## src/rtl/gate_owner_lock_pkg.sv

```systemverilog
// Shared NoC router definitions: source ID encoding, handshake codes, gate
// indices and the owner-lock state type used by gate_owner_lock.
package noc_pkg;

   localparam int unsigned SRC_W = 4;
   localparam logic [SRC_W-1:0] FREE_ID = 4'hF;

   localparam logic [1:0] HS_NONE  = 2'b00;
   localparam logic [1:0] HS_SEND  = 2'b01;
   localparam logic [1:0] HS_RECV  = 2'b10;
   localparam logic [1:0] HS_ABORT = 2'b11;

   localparam int unsigned GATE_N  = 0;
   localparam int unsigned GATE_E  = 1;
   localparam int unsigned GATE_S  = 2;
   localparam int unsigned GATE_W  = 3;
   localparam int unsigned GATE_IP = 4;

   typedef enum logic [1:0] {
      ST_IDLE,
      ST_CLAIM,
      ST_LOCKED,
      ST_RELEASE
   } lock_state_t;

endpackage

```

## src/rtl/gate_owner_lock_idle_timer.sv

```systemverilog
// Idle-cycle counter for a locked gate; expire is a combinational terminal
// pulse on the TIMEOUT-th consecutive idle cycle while enabled.
module gate_idle_timer #(
   parameter int unsigned TIMEOUT = 64
) (
   input  logic clk,
   input  logic rst_n,
   input  logic en,
   input  logic activity,
   output logic expire
);

   localparam int unsigned TW = $clog2(TIMEOUT + 1);

   logic [TW-1:0] idle_cnt;

   always_ff @(posedge clk) begin
      if (!rst_n || !en || activity) begin
         idle_cnt <= '0;
      end else if (idle_cnt != TW'(TIMEOUT)) begin
         idle_cnt <= idle_cnt + TW'(1);
      end
   end

   assign expire = en && !activity && (idle_cnt == TW'(TIMEOUT - 1));

endmodule

```

## src/rtl/gate_owner_lock.sv

```systemverilog
// Per-output-gate owner register: claims the gate for one source and holds it
// for a packet. Optional idle timeout via macro GATE_LOCK_TIMEOUT_EN.
module gate_owner_lock
   import noc_pkg::*;
#(
   parameter int unsigned     SRC_W     = noc_pkg::SRC_W,
   parameter logic [SRC_W-1:0] FREE_ID  = noc_pkg::FREE_ID,
   parameter int unsigned     MAX_FLITS = 16
`ifdef GATE_LOCK_TIMEOUT_EN
   ,
   parameter int unsigned     TIMEOUT   = 64
`endif
) (
   input  logic                           clk,
   input  logic                           rst_n,
   input  logic                           req_valid,
   input  logic [SRC_W-1:0]               req_source,
   input  logic [1:0]                     req_type,
   input  logic                           dn_ack,
   input  logic                           flit_valid,
   input  logic                           flit_tail,
   output logic [SRC_W-1:0]               owner_source,
   output logic                           locked,
   output logic                           req_grant,
   output logic [$clog2(MAX_FLITS):0]     flit_count,
   output logic                           release_pulse
`ifdef GATE_LOCK_TIMEOUT_EN
   ,
   output logic                           timeout_flag
`endif
);

   localparam int unsigned CW = $clog2(MAX_FLITS) + 1;

   lock_state_t   state;
   logic          owner_abort;
   logic          tail_seen;
   logic          cap_hit;
   logic          timeout_hit;
   logic [CW-1:0] count_nxt;

   assign owner_abort = req_valid && (req_type == HS_ABORT) && (req_source == owner_source);
   assign tail_seen   = flit_valid && flit_tail;
   assign count_nxt   = (flit_valid && (flit_count != CW'(MAX_FLITS))) ? flit_count + CW'(1)
                                                                       : flit_count;
   assign cap_hit     = (count_nxt == CW'(MAX_FLITS));

`ifdef GATE_LOCK_TIMEOUT_EN
   logic timeout_seen;

   gate_idle_timer #(
      .TIMEOUT (TIMEOUT)
   ) u_idle_timer (
      .clk      (clk),
      .rst_n    (rst_n),
      .en       (state == ST_LOCKED),
      .activity (flit_valid),
      .expire   (timeout_hit)
   );
`else
   assign timeout_hit = 1'b0;
`endif

   // Release outputs appear on leaving RELEASE, so the owner clears two edges
   // after the tail and requests seen during RELEASE are dropped.
   always_ff @(posedge clk) begin
      if (!rst_n) begin
         state         <= ST_IDLE;
         owner_source  <= FREE_ID;
         locked        <= 1'b0;
         req_grant     <= 1'b0;
         flit_count    <= '0;
         release_pulse <= 1'b0;
`ifdef GATE_LOCK_TIMEOUT_EN
         timeout_flag  <= 1'b0;
         timeout_seen  <= 1'b0;
`endif
      end else begin
         req_grant     <= 1'b0;
         release_pulse <= 1'b0;
`ifdef GATE_LOCK_TIMEOUT_EN
         timeout_flag  <= 1'b0;
`endif
         case (state)
            ST_IDLE: begin
               if (req_valid && (req_type == HS_SEND) && (req_source != FREE_ID)) begin
                  owner_source <= req_source;
                  locked       <= 1'b1;
                  req_grant    <= 1'b1;
                  flit_count   <= '0;
                  state        <= ST_CLAIM;
               end
            end
            ST_CLAIM: begin
               if (owner_abort) begin
                  state <= ST_RELEASE;
               end else if (dn_ack) begin
                  flit_count <= '0;
                  state      <= ST_LOCKED;
               end
            end
            ST_LOCKED: begin
               flit_count <= count_nxt;
`ifdef GATE_LOCK_TIMEOUT_EN
               timeout_seen <= timeout_hit;
`endif
               if (tail_seen || cap_hit || owner_abort || timeout_hit) begin
                  state <= ST_RELEASE;
               end
            end
            ST_RELEASE: begin
               owner_source  <= FREE_ID;
               locked        <= 1'b0;
               release_pulse <= 1'b1;
`ifdef GATE_LOCK_TIMEOUT_EN
               timeout_flag  <= timeout_seen;
               timeout_seen  <= 1'b0;
`endif
               state         <= ST_IDLE;
            end
            default: state <= ST_IDLE;
         endcase
      end
   end

endmodule
```

## config.mk

```make
export PLATFORM = sky130hd
export DESIGN_NAME = gate_owner_lock
export DESIGN_NICKNAME = d
export VERILOG_FILES = /design/src/rtl/gate_owner_lock_pkg.sv /design/src/rtl/gate_owner_lock_idle_timer.sv /design/src/rtl/gate_owner_lock.sv
export SDC_FILE = /design/constraint.sdc
export NUM_CORES = 1
export LEC_CHECK = 0
export ABC_AREA = 1
export CAP_MARGIN = 20
export CELL_PAD_IN_SITES_DETAIL_PLACEMENT = 0
export CELL_PAD_IN_SITES_GLOBAL_PLACEMENT = 1
export CORE_ASPECT_RATIO = 1.4
export CORE_MARGIN = 2
export CORE_UTILIZATION = 35
export CTS_CLUSTER_SIZE = 10
export DETAILED_ROUTE_END_ITERATION = 12
export PLACE_DENSITY_LB_ADDON = 0.1
export SKIP_CTS_REPAIR_TIMING = 1
export SLEW_MARGIN = 20
export SYNTH_ARGS = -nofsm -noshare
export SYNTH_HDL_FRONTEND = slang
export SYNTH_SLANG_ARGS = --single-unit
```

## constraint.sdc

```tcl
create_clock -name clk -period 3.8 [get_ports clk]
set_clock_uncertainty 0.05 [all_clocks]
set_input_delay 0.76 -clock clk [delete_from_list [all_inputs] [get_ports clk]]
set_output_delay 0.76 -clock clk [all_outputs]
set_load 0.02 [all_outputs]
```

# Word level (Yosys, flattened, before mapping)
# Cells that the tools add are included.
# word_totals
ff_bits	14
inputBits	12
out_inout_bits	12
word_cells	52
# op_classes
n_addsub	1
n_eq_ne	14
mux	16
reduce_logical	15
# ops
operator	n
two-way mux 5 bit	4
case mux 5 bit (3 select lines)	1
two-way mux 2 bit	4
!= test 2 bit (second input constant)	4
case mux 2 bit (4 select lines)	1
case mux 4 bit (2 select lines)	1
equality test 2 bit (second input constant)	3
logical AND 1 bit	6
adder 5 x 1 -> 5 bit (second input constant)	1
equality test 5 bit (second input constant)	1
!= test 5 bit (second input constant)	1
equality test 2 x 1 -> 1 bit (second input constant)	2
equality test 4 bit	1
two-way mux 4 bit	1
!= test 4 bit (second input constant)	1
AND reduction 2 bit	2
AND reduction 4 bit	1
two-way mux 1 bit	3
!= test 3 bit (second input constant)	1
AND reduction 3 bit	1
nonzero test 3 bit	1
zero test 2 bit	1
logical OR 1 bit	2
case mux 1 bit (2 select lines)	1
nonzero test 2 bit	1

# Depth between registers and ports, before layout
# Gate-level depths: netlist of the first run.
# logic_depth
ltp_word	8
mapped_depth	17
ltp_nobuf	17

# Worst setup path after synthesis of the first run
# No wires, ideal clock.
# synth_path
kind	input port to flip-flop
startpoint	in req_source[2]
endpoint	reg flit_count[3]
setup_ns	0.116
t_arrival_ns	1.593
t_required_ns	3.634
setup_slack_ns	2.041
stages	7
n_path_buf	0
path_cell_list	xor2_1 -> nor3_1 -> nand4_1 -> nand2_1 -> inv_1 -> nor2_1 -> nor2_1
# synth_between
elab_chain_cells	4
word_cells_on_any_way	7
# synth_rtl
item	line	source
from (decl)	gate_owner_lock.sv:17	input logic [SRC_W-1:0] req_source,
equality test 4 bit / != test 4 bit (equally long branches)	gate_owner_lock.sv:42, gate_owner_lock.sv:86	
logical AND 1 bit, on equally long branches	gate_owner_lock.sv:42, gate_owner_lock.sv:86	
!= test 2 bit (no line)	--	
AND reduction 4 bit (no line) (*)	--	
to (signal assigned)	gate_owner_lock.sv:103	flit_count <= count_nxt;
to (decl)	gate_owner_lock.sv:25	output logic [$clog2(MAX_FLITS):0] flit_count,
# Every way passes the cells marked *; elsewhere a longest branch is shown, timed or not.
# A chain may end at the register's enable or synchronous reset.

# Worst setup path after layout of the first run
# layout_path
startpoint	in req_source[0]
endpoint	reg flit_count[1]
# The elaborated chain is that of the path after synthesis.

==> results of run 1 <==
## worst max-delay path, stage by stage
cell and delay [ns]:
sky130_fd_sc_hd__clkdlybuf4s50_1 0.53, sky130_fd_sc_hd__xnor2_1 0.13, sky130_fd_sc_hd__nand2_1 0.07, sky130_fd_sc_hd__nor3_1 0.20, sky130_fd_sc_hd__nand4_1 0.15, sky130_fd_sc_hd__nand2_1 0.21, sky130_fd_sc_hd__inv_1 0.14, sky130_fd_sc_hd__nand3_1 0.09
sky130_fd_sc_hd__a21oi_1 0.06
## area by class of cell
| cell class | instances | area share [%] |
|---|---|---|
| Tap cell | 34 | 3.63 |
| Sequential cell | 14 | 23.9 |
| Clock buffer | 3 | 1.92 |
| Multi-Input combinational cell | 104 | 46.4 |
| Inverter | 14 | 4.49 |
| Timing Repair Buffer | 23 | 19.7 |
## flip-flops by register name, summed over array words and instances, names as in the netlist
register and cells:
req_grant 1, state 2, owner_source 4, flit_count 5, release_pulse 1, locked 1
## per-layer routing
layer	vias up	track usage, %	wire (um)
met2	25	30.9	1180
met1	402	17.3	888
met5	-	0	0
met4	0	6.25	36
li1	472	-	-
met3	5	1.98	86
## Yosys cell counts
| cell | count | share of area, % |
|---|---|---|
| sky130_fd_sc_hd__o21bai_1 | 2 | 1.7 |
| sky130_fd_sc_hd__xnor2_1 | 2 | 2.0 |
| sky130_fd_sc_hd__dfxtp_1 | 14 | 31 |
| sky130_fd_sc_hd__a21oi_1 | 6 | 3.4 |
| sky130_fd_sc_hd__and3b_1 | 1 | 0.98 |
| sky130_fd_sc_hd__nand2_2 | 2 | 1.4 |
| sky130_fd_sc_hd__nor2_1 | 22 | 9.3 |
| sky130_fd_sc_hd__xor2_1 | 2 | 2.0 |
| sky130_fd_sc_hd__o211ai_1 | 4 | 3.4 |
| sky130_fd_sc_hd__nand2_1 | 40 | 17 |
| sky130_fd_sc_hd__nand3_1 | 6 | 3.4 |
| sky130_fd_sc_hd__o21ai_0 | 4 | 2.2 |
| sky130_fd_sc_hd__nand4_1 | 3 | 2.1 |
| sky130_fd_sc_hd__buf_6 | 1 | 1.3 |
| sky130_fd_sc_hd__ha_1 | 8 | 11 |
| sky130_fd_sc_hd__o21ai_1 | 1 | 0.56 |
| sky130_fd_sc_hd__inv_1 | 14 | 5.9 |
| sky130_fd_sc_hd__buf_2 | 1 | 0.56 |
| sky130_fd_sc_hd__nor3_1 | 1 | 0.56 |
## cells by family after synthesis
logic type	after synthesis
DFF	14
xor gates and xnor gates	4
AOI/OAI and AO/OA	17
buffers and inverters	16
adders and majority gates	8
and+or+nand+nor	75
## final timing paths
check                                           startpoint                          to  slack, ns  cells past startpoint
worst max register to register  flit_count[0]$_SDFFE_PN0P_       state[1]$_SDFFE_PN0P_       2.01                     17
worst min-delay path                   locked$_SDFFE_PN0P_         locked$_SDFFE_PN0P_       0.42                      2
worst max-delay path                         req_source[0]  flit_count[1]$_SDFFE_PN0P_       1.56                      9
worst min register to register         locked$_SDFFE_PN0P_         locked$_SDFFE_PN0P_       0.42                      2
## report_power, final
part | internal [mW] | switching, mW
logic | 0.190 | 0.268
registers | 0.198 | 0.0585
clock network | 0.0367 | 0.0457
## through the flow
| stage | utilization, % | setup slack (ns) |
|---|---|---|
| floorplan | - | 2.04 |
| global placement | 47.5 | 1.30 |
| detailed placement | 47.5 | 1.27 |
| CTS | 48.4 | 1.55 |
| global route | 48.4 | 1.39 |
| finish | 48.4 | 1.56 |
==> run metrics, run 1 <==
result of the run completed; Site Rows 21; clock transition at the registers of the reported paths 0.07 ns; post-route non-filler standard cell count 192; Distinct cells, synth 19; post-synthesis share of cell area spent on xor and xnor gates 3.93%; simple-gate share of the synthesized area 34.5%; part of the Yosys area used for sequential elements 31.4%; post-synthesis to final-layout area growth 31.3%; synthesized area per cell 6.66 um2; final hold viol count 0; number of CTS-inserted buffers 3; CTS tree yes; final routed DRC violation total 0; Vias/cell 4.71; most common cell after layout, fill and taps aside sky130_fd_sc_hd__nand2_1; placeable core region 2420 um2; slew at the pin closest to its max-slew limit 0.648 ns; synthesized-area fraction occupied by ao, oa, aoi and oai cells 11.2%; area of the die 2970 um2; top-level I/O count 24; Diodes inserted 0; number of nets in the layout 180; total area of multi-input combinational cells 543 um2; fill count 272; warning count from the yosys run 0; setup repair after global routing missed its margin false; initial core utilization 36.9%; cell leakage power 0.531 nW; initial drt markers 12; total wire length after detailed routing 2.19 mm; Setup TNS 0 ns; wire length of the first global-routing pass 3.61 mm; pin count of the biggest net entering global routing 12; headroom to the max-slew limit 56.5%; adder-cell area share of the yosys netlist 11.2%; startpoint kind of the worst setup timing path input pin; Arrival @ worst endpoint 2.35 ns; count of port buffers added during placement 23; HPWL after detailed placement 1.75 mm; Die Height 63.7 um; final number of setup-violating endpoints 0; synthesized cell area 892 um2; Net Count, Synth 154; Wirelength per Cell 11.4 um; Power per Cell Area 680 nW/um2; antenna violations before repair 0; multiplexer share of the synthesized area 0%; category of the worst setup path capture point register; final weighted congestion in routability-driven placement 0.867; FMAX 447 MHz; synthesized instance count 134; post-synthesis register bit count 14; overflow left after global routing 0; total vias in the final route 904; count of final max-slew check failures 0; Clk Latency, worst-skew pair 0.28 ns; worst hold margin 0.423 ns; max-cap check violation count 0; vias in the first global route 876; post-detailed-route count of antenna-violating nets 0; drt pass-1 iters 4; data required time of the worst path 3.92 ns; sink count of the clock tree 14; kind of critical path in -> reg; Power, Total 797 uW; H-tree Lvls 1; worst hold-check path type reg -> reg; final clock period utilization by the worst path 58.9%; number of placed cells counting well taps 189; fraction of final layout cells with drive strength greater than 1 3.16%; Max VDD drop 0.000381 V; total routing resource utilization after global routing 16.5%; largest family of logic cells by synthesized area simple AND/OR/NAND/NOR gates; clock root buffer sky130_fd_sc_hd__clkbuf_4; total area of sequential cells 280 um2; Layout Cell Area excl Fill 1170 um2; clock buffer depth 2; horizontal extent of the die 46.7 um; cell area reported after detailed placement 1150 um2; commonest cells after routing, fill and taps aside 40 x sky130_fd_sc_hd__nand2_1, 23 x sky130_fd_sc_hd__clkdlybuf4s50_1, 22 x sky130_fd_sc_hd__nor2_1; highest net fanout along the worst path 7; final critical path time including I/O delays and setup 2.24 ns
Note: power is estimated with default switching activity, not from simulation.
==> run 2, diff against run 1 <==
CORE_UTILIZATION = 32   (was 35)
clock period = 2.25 ns   (was 3.8 ns; I/O delays follow)
==> run 2 against run 1 <==
Cell area is 1.4% higher. Critical endpoint is now flit_count[0]$_SDFFE_PN0P_. Largest power group unchanged. Wire length is 4.7% lower. Via count is 1.5% lower. Count of clock-buffer cells in the layout is 1 higher. Non-clock buffer count stayed put. Total power is 73% higher. Critical path type unchanged. Sequential cell count stayed put. Clock power is 130% higher. Highest routed layer unchanged. Core utilization is 3.5 points lower. Sequential share of layout area is 0.33 points lower.
==> run metrics, run 2 (synthesized netlist as in run 1, its figures left out) <==
result of the run completed; final critical path time including I/O delays and setup 1.88 ns; worst reg2reg path startpoint flit_count[0]$_SDFFE_PN0P_; largest stage delay on the critical path 0.52 ns; final number of setup-violating endpoints 0; Gate power share 55.2%; top register by number of flip-flops flit_count; part of the total power dissipated in the clock network 13.5%; post-detailed-route count of antenna-violating nets 0; Site Rows 22; FMAX 532 MHz; sink count of the clock tree 14; CTS tree yes; fill count 308; slew at the pin closest to its max-slew limit 0.582 ns; cell occurring most often along the worst timing path sky130_fd_sc_hd__nand2_1; count of final max-slew check failures 0; flip-flop count of the largest register, all copies and words added 5; Wirelength per Cell 10.7 um; internal power 754 uW; wire length of the first global-routing pass 3.65 mm; initial drt markers 15; commonest cells after routing, fill and taps aside 40 x sky130_fd_sc_hd__nand2_1, 23 x sky130_fd_sc_hd__clkdlybuf4s50_1, 22 x sky130_fd_sc_hd__nor2_1; highest net fanout along the worst path 7; worst slack at placement 0.0214 ns; largest delay contributor family on the critical path simple AND/OR/NAND/NOR gates; Arrival @ worst endpoint 2.01 ns; Max VDD drop 0.000632 V; top-level I/O count 24; clock root buffer sky130_fd_sc_hd__clkbuf_4; post-synthesis to final-layout area growth 33.1%; clock transition at the registers of the reported paths 0.09 ns; horizontal extent of the die 48.6 um; antenna violations before repair 0; kind of critical path in -> reg; slowest cell on the critical path sky130_fd_sc_hd__clkdlybuf4s50_1; final weighted congestion in routability-driven placement 0.817; vias in the first global route 895; Power per Cell Area 1160 nW/um2; cell leakage power 0.538 nW; registers with the most flip-flops flit_count (5), owner_source (4), state (2); Buf/Inv on CP 2; total vias in the final route 890; total routing resource utilization after global routing 14.9%; setup repair after global routing missed its margin false; Die Height 66.5 um; initial core utilization 33.8%; Setup TNS 0 ns; Hold Crit Start locked$_SDFFE_PN0P_; pin count of the biggest net entering global routing 12; H-tree Lvls 1; Diodes inserted 0; final clock period utilization by the worst path 83.5%; number of nets in the layout 180; worst hold-check path type reg -> reg; final hold viol count 0; Clk Latency, worst-skew pair 0.29 ns; drt pass-1 iters 4; clock buffer depth 2; worst hold margin 0.431 ns; max-cap check violation count 0; placeable core region 2640 um2; headroom to the max-slew limit 60.9%; area of the die 3230 um2; final routed DRC violation total 0; HPWL after detailed placement 1.71 mm; number of CTS-inserted buffers 3; list of cells traversed by the critical path clkdlybuf4s50_1 > xnor2_1 > nand2_1 > nor3_1 > nand4_1 > nand2_1 > inv_1 > nand3_1 > a21oi_1; most common cell after layout, fill and taps aside sky130_fd_sc_hd__nand2_1; fin worst setup slack 0.372 ns; proportion of total power due to net switching 45.3%; startpoint kind of the worst setup timing path input pin; category of the worst setup path capture point register; Setup crit start req_source[0]; fraction of final layout cells with drive strength greater than 1 3.77%; total net switching power 625 uW; Vias/cell 4.56; Power, Total 1.38 mW; total wire length after detailed routing 2.08 mm; share of power burned in registers 31.3%; data required time of the worst path 2.39 ns; overflow left after global routing 0; count of port buffers added during placement 23
## run 2: cell types whose count changed in the layout (fill, tap and decap cells not counted)
cell and delta:
sky130_fd_sc_hd__clkbuf_8 +1
## run 2: cell type report
type,count,area [um2],share of cell area [%]
inverter,14,52.6,4.43
tap,36,45.0,3.79
sequential,14,280,23.6
clock buffer,4,36.3,3.06
multi-input combinational,104,543,45.7
timing repair buffer,23,230,19.4
## run 2: power groups by stage
| stage | Clock, mW | Combinational [mW] | Sequential, mW |
|---|---|---|---|
| 2_1_floorplan | 0 | 0.427 | 0.506 |
| 3_3_place_gp | 0 | 0.764 | 0.436 |
| 3_5_place_dp | 0 | 0.768 | 0.439 |
| 4_1_cts | 0.196 | 0.771 | 0.433 |
| 5_1_grt | 0.206 | 0.861 | 0.449 |
| 6_report | 0.187 | 0.761 | 0.432 |
## run 2: routing by layer
layer / up-vias / track usage [%] / share of wire, %
li1: 478 / - / -
met1: 382 / 13.1 / 39
met2: 24 / 30.0 / 54
met3: 6 / 3.36 / 3.6
met4: 0 / 9.29 / 3.0
met5: - / 0 / 0
## run 2: worst min-delay path, stage by stage, from the launching register on
cell	delay [ns]
sky130_fd_sc_hd__dfxtp_1	0.32
sky130_fd_sc_hd__nand2_1	0.06
sky130_fd_sc_hd__a21oi_1	0.05
## run 2: final timing paths
check	end	slack, ns	cells past startpoint
worst max-delay path	flit_count[0]$_SDFFE_PN0P_	0.37	9
worst min-delay path	locked$_SDFFE_PN0P_	0.43	2
worst max register to register	state[1]$_SDFFE_PN0P_	0.43	17
worst min register to register	locked$_SDFFE_PN0P_	0.43	2
## run 2: metrics by stage
step	cell area, um2	instances	utilization (%)
CTS	1190	195	44.9
floorplan	892	134	-
global route	1190	195	44.9
global placement	1150	191	43.6
detailed placement	1150	191	43.6
finish	1190	195	44.9
==> run 3, diff against run 2 <==
CORE_UTILIZATION = 29   (was 32)
clock period = 1.69 ns   (was 2.25 ns; I/O delays follow)
==> run 3 against run 2 <==
Non-clock buffer count is 25 higher. Core utilization up 5.9 points. Critical path depth increased by 8. Via count is 11% higher. Critical endpoint is now state[0]$_SDFFE_PN0P_. Register-to-register slack lost 0.41 ns. Count of clock-buffer cells in the layout is 1 lower. Sequential power up 32%.
==> run metrics, run 3 (synthesized netlist as in run 1, its figures left out) <==
result of the run completed; final clock period utilization by the worst path 99.0%; post-route non-filler standard cell count 220; FMAX 598 MHz; slowest cell on the critical path sky130_fd_sc_hd__dfxtp_2; antenna violations before repair 0; Gate power share 60.9%; kind of critical path reg -> reg; total area of sequential cells 285 um2; initial core utilization 30.7%; overflow left after global routing 0; cell occurring most often along the worst timing path sky130_fd_sc_hd__nand2_1; max-cap check violation count 0; list of cells traversed by the critical path inv_2 > ha_4 > nand2_2 > inv_2 > nand2_4 > nand2_4 > nand2_2 > nand2_2 > nor2_2 > nand2_1 > nand2_1 > nand2_1 > nand2_1 > nand2_2 > nand2_1 > nand2_1 > nor2_1; total area of multi-input combinational cells 603 um2; clock buffer depth 2; flip-flop count of the largest register, all copies and words added 5; pin count of the biggest net entering global routing 12; final weighted congestion in routability-driven placement 0.809; total net switching power 929 uW; Wirelength per Cell 11.3 um; sink count of the clock tree 14; Diodes inserted 0; count of final max-slew check failures 0; Buf/Inv on CP 2; initial drt markers 20; Top Layer Used met4; number of nets in the layout 205; WL met1 930 um; highest net fanout along the worst path 4; drt pass-1 iters 4; headroom to the max-slew limit 71.6%; horizontal extent of the die 50.9 um; top register by number of flip-flops flit_count; proportion of total power due to net switching 43.0%; final routed DRC violation total 0; category of the worst setup path capture point register; cell area reported after detailed placement 1330 um2; CTS tree yes; final number of setup-violating endpoints 0; routed wl met2 1.42 mm; total wire length after detailed routing 2.50 mm; placeable core region 2910 um2; post-synthesis to final-layout area growth 65.8%; data required time of the worst path 1.83 ns; post-detailed-route count of antenna-violating nets 0; number of placed cells counting well taps 215; total routing resource utilization after global routing 14.7%; Die Height 69.6 um; slew at the pin closest to its max-slew limit 0.424 ns; clock root buffer sky130_fd_sc_hd__clkbuf_8; Clk Latency, worst-skew pair 0.25 ns; wire length of the first global-routing pass 4.00 mm; cell leakage power 0.795 nW; core utilization of the finished layout 50.9%; commonest cells after routing, fill and taps aside 30 x sky130_fd_sc_hd__nand2_1, 23 x sky130_fd_sc_hd__buf_4, 20 x sky130_fd_sc_hd__nor2_1; Max VDD drop 0.000837 V; startpoint kind of the worst setup timing path register; largest delay contributor family on the critical path simple AND/OR/NAND/NOR gates; top-level I/O count 24; Arrival @ worst endpoint 1.81 ns; most common cell after layout, fill and taps aside sky130_fd_sc_hd__nand2_1; part of the total power dissipated in the clock network 12.6%; registers with the most flip-flops flit_count (5), owner_source (4), state (2); fraction of final layout cells with drive strength greater than 1 27.9%; final critical path time including I/O delays and setup 1.67 ns; vias in the first global route 963; total vias in the final route 988; number of CTS-inserted buffers 3; clock transition at the registers of the reported paths 0.06 ns; setup repair after global routing missed its margin true; Layout Cell Area excl Fill 1480 um2; H-tree Lvls 1; worst hold-check path type in -> reg; area of the die 3540 um2; Power per Cell Area 1460 nW/um2; count of port buffers added during placement 23; HPWL after detailed placement 2.00 mm; Site Rows 23; largest stage delay on the critical path 0.36 ns; met3 wire length 104 um; Vias/cell 4.49; fill count 308; final hold viol count 0; share of power burned in registers 26.5%; internal power 1.23 mW
## run 3: cell types whose count changed in the layout (fill, tap and decap cells not counted), moves of 3 or more
cell	before	now
sky130_fd_sc_hd__buf_4	0	23
sky130_fd_sc_hd__clkdlybuf4s50_1	23	13
sky130_fd_sc_hd__dlymetal6s2s_1	0	10
sky130_fd_sc_hd__clkbuf_4	3	0
sky130_fd_sc_hd__nand2_1	40	30
sky130_fd_sc_hd__nand2_2	2	10
sky130_fd_sc_hd__inv_2	0	4
sky130_fd_sc_hd__inv_1	14	10
## run 3: worst register-to-register path: stages (launching register included)
cell                      delay, ns
sky130_fd_sc_hd__dfxtp_2       0.36
sky130_fd_sc_hd__inv_2         0.06
sky130_fd_sc_hd__ha_4          0.16
sky130_fd_sc_hd__nand2_2       0.06
sky130_fd_sc_hd__inv_2         0.04
sky130_fd_sc_hd__nand2_4       0.08
sky130_fd_sc_hd__nand2_4       0.06
sky130_fd_sc_hd__nand2_2       0.07
sky130_fd_sc_hd__nand2_2       0.06
sky130_fd_sc_hd__nor2_2        0.09
sky130_fd_sc_hd__nand2_1       0.05
sky130_fd_sc_hd__nand2_1       0.06
sky130_fd_sc_hd__nand2_1       0.05
sky130_fd_sc_hd__nand2_1       0.07
sky130_fd_sc_hd__nand2_2       0.08
sky130_fd_sc_hd__nand2_1       0.07
sky130_fd_sc_hd__nand2_1       0.05
sky130_fd_sc_hd__nor2_1        0.11
## run 3: layout make-up
cell class                 instances  area share [%]
multi-input combinational        104            40.8
timing repair buffer              48            30.5
sequential                        14            19.3
inverter                          14            3.55
tap                               37            3.13
clock buffer                       3            2.79
## run 3: power by group through the flow
stage	logic [mW]	registers [mW]	clock network [mW]
floorplan	0.568	0.675	0
global placement	1.24	0.579	0
detailed placement	1.25	0.580	0
CTS	1.26	0.574	0.273
global route	1.46	0.591	0.296
finish	1.32	0.572	0.273
## run 3: worst paths after layout
kind,endpoint,slack (ns),cells after the start,startpoint
setup / recovery,state[0]$_SDFFE_PN0P_,0.02,17,flit_count[0]$_SDFFE_PN0P_
hold / removal,owner_source[1]$_SDFFE_PN1P_,0.42,3,req_source[1]
setup reg to reg,state[0]$_SDFFE_PN0P_,0.02,17,flit_count[0]$_SDFFE_PN0P_
hold reg to reg,locked$_SDFFE_PN0P_,0.43,2,locked$_SDFFE_PN0P_
## run 3: per-stage QoR
step	total power [mW]	hold slack [ns]	setup TNS (ns)	setup slack, ns
3_5_place_dp	1.83	0.427	-2.83	-0.316
6_report	2.16	0.423	0	0.0176
2_1_floorplan	1.24	0.450	0	0.00519
5_1_grt	2.35	0.458	-0.251	-0.133
3_3_place_gp	1.82	0.402	-2.61	-0.278
4_1_cts	2.11	0.435	-0.457	-0.0945
## run 3: per-layer routing
metal,vias up,global-route usage (%)
li1,521,-
met1,439,14.6
met2,23,29.2
met3,5,2.16
met4,0,5.41
met5,-,0
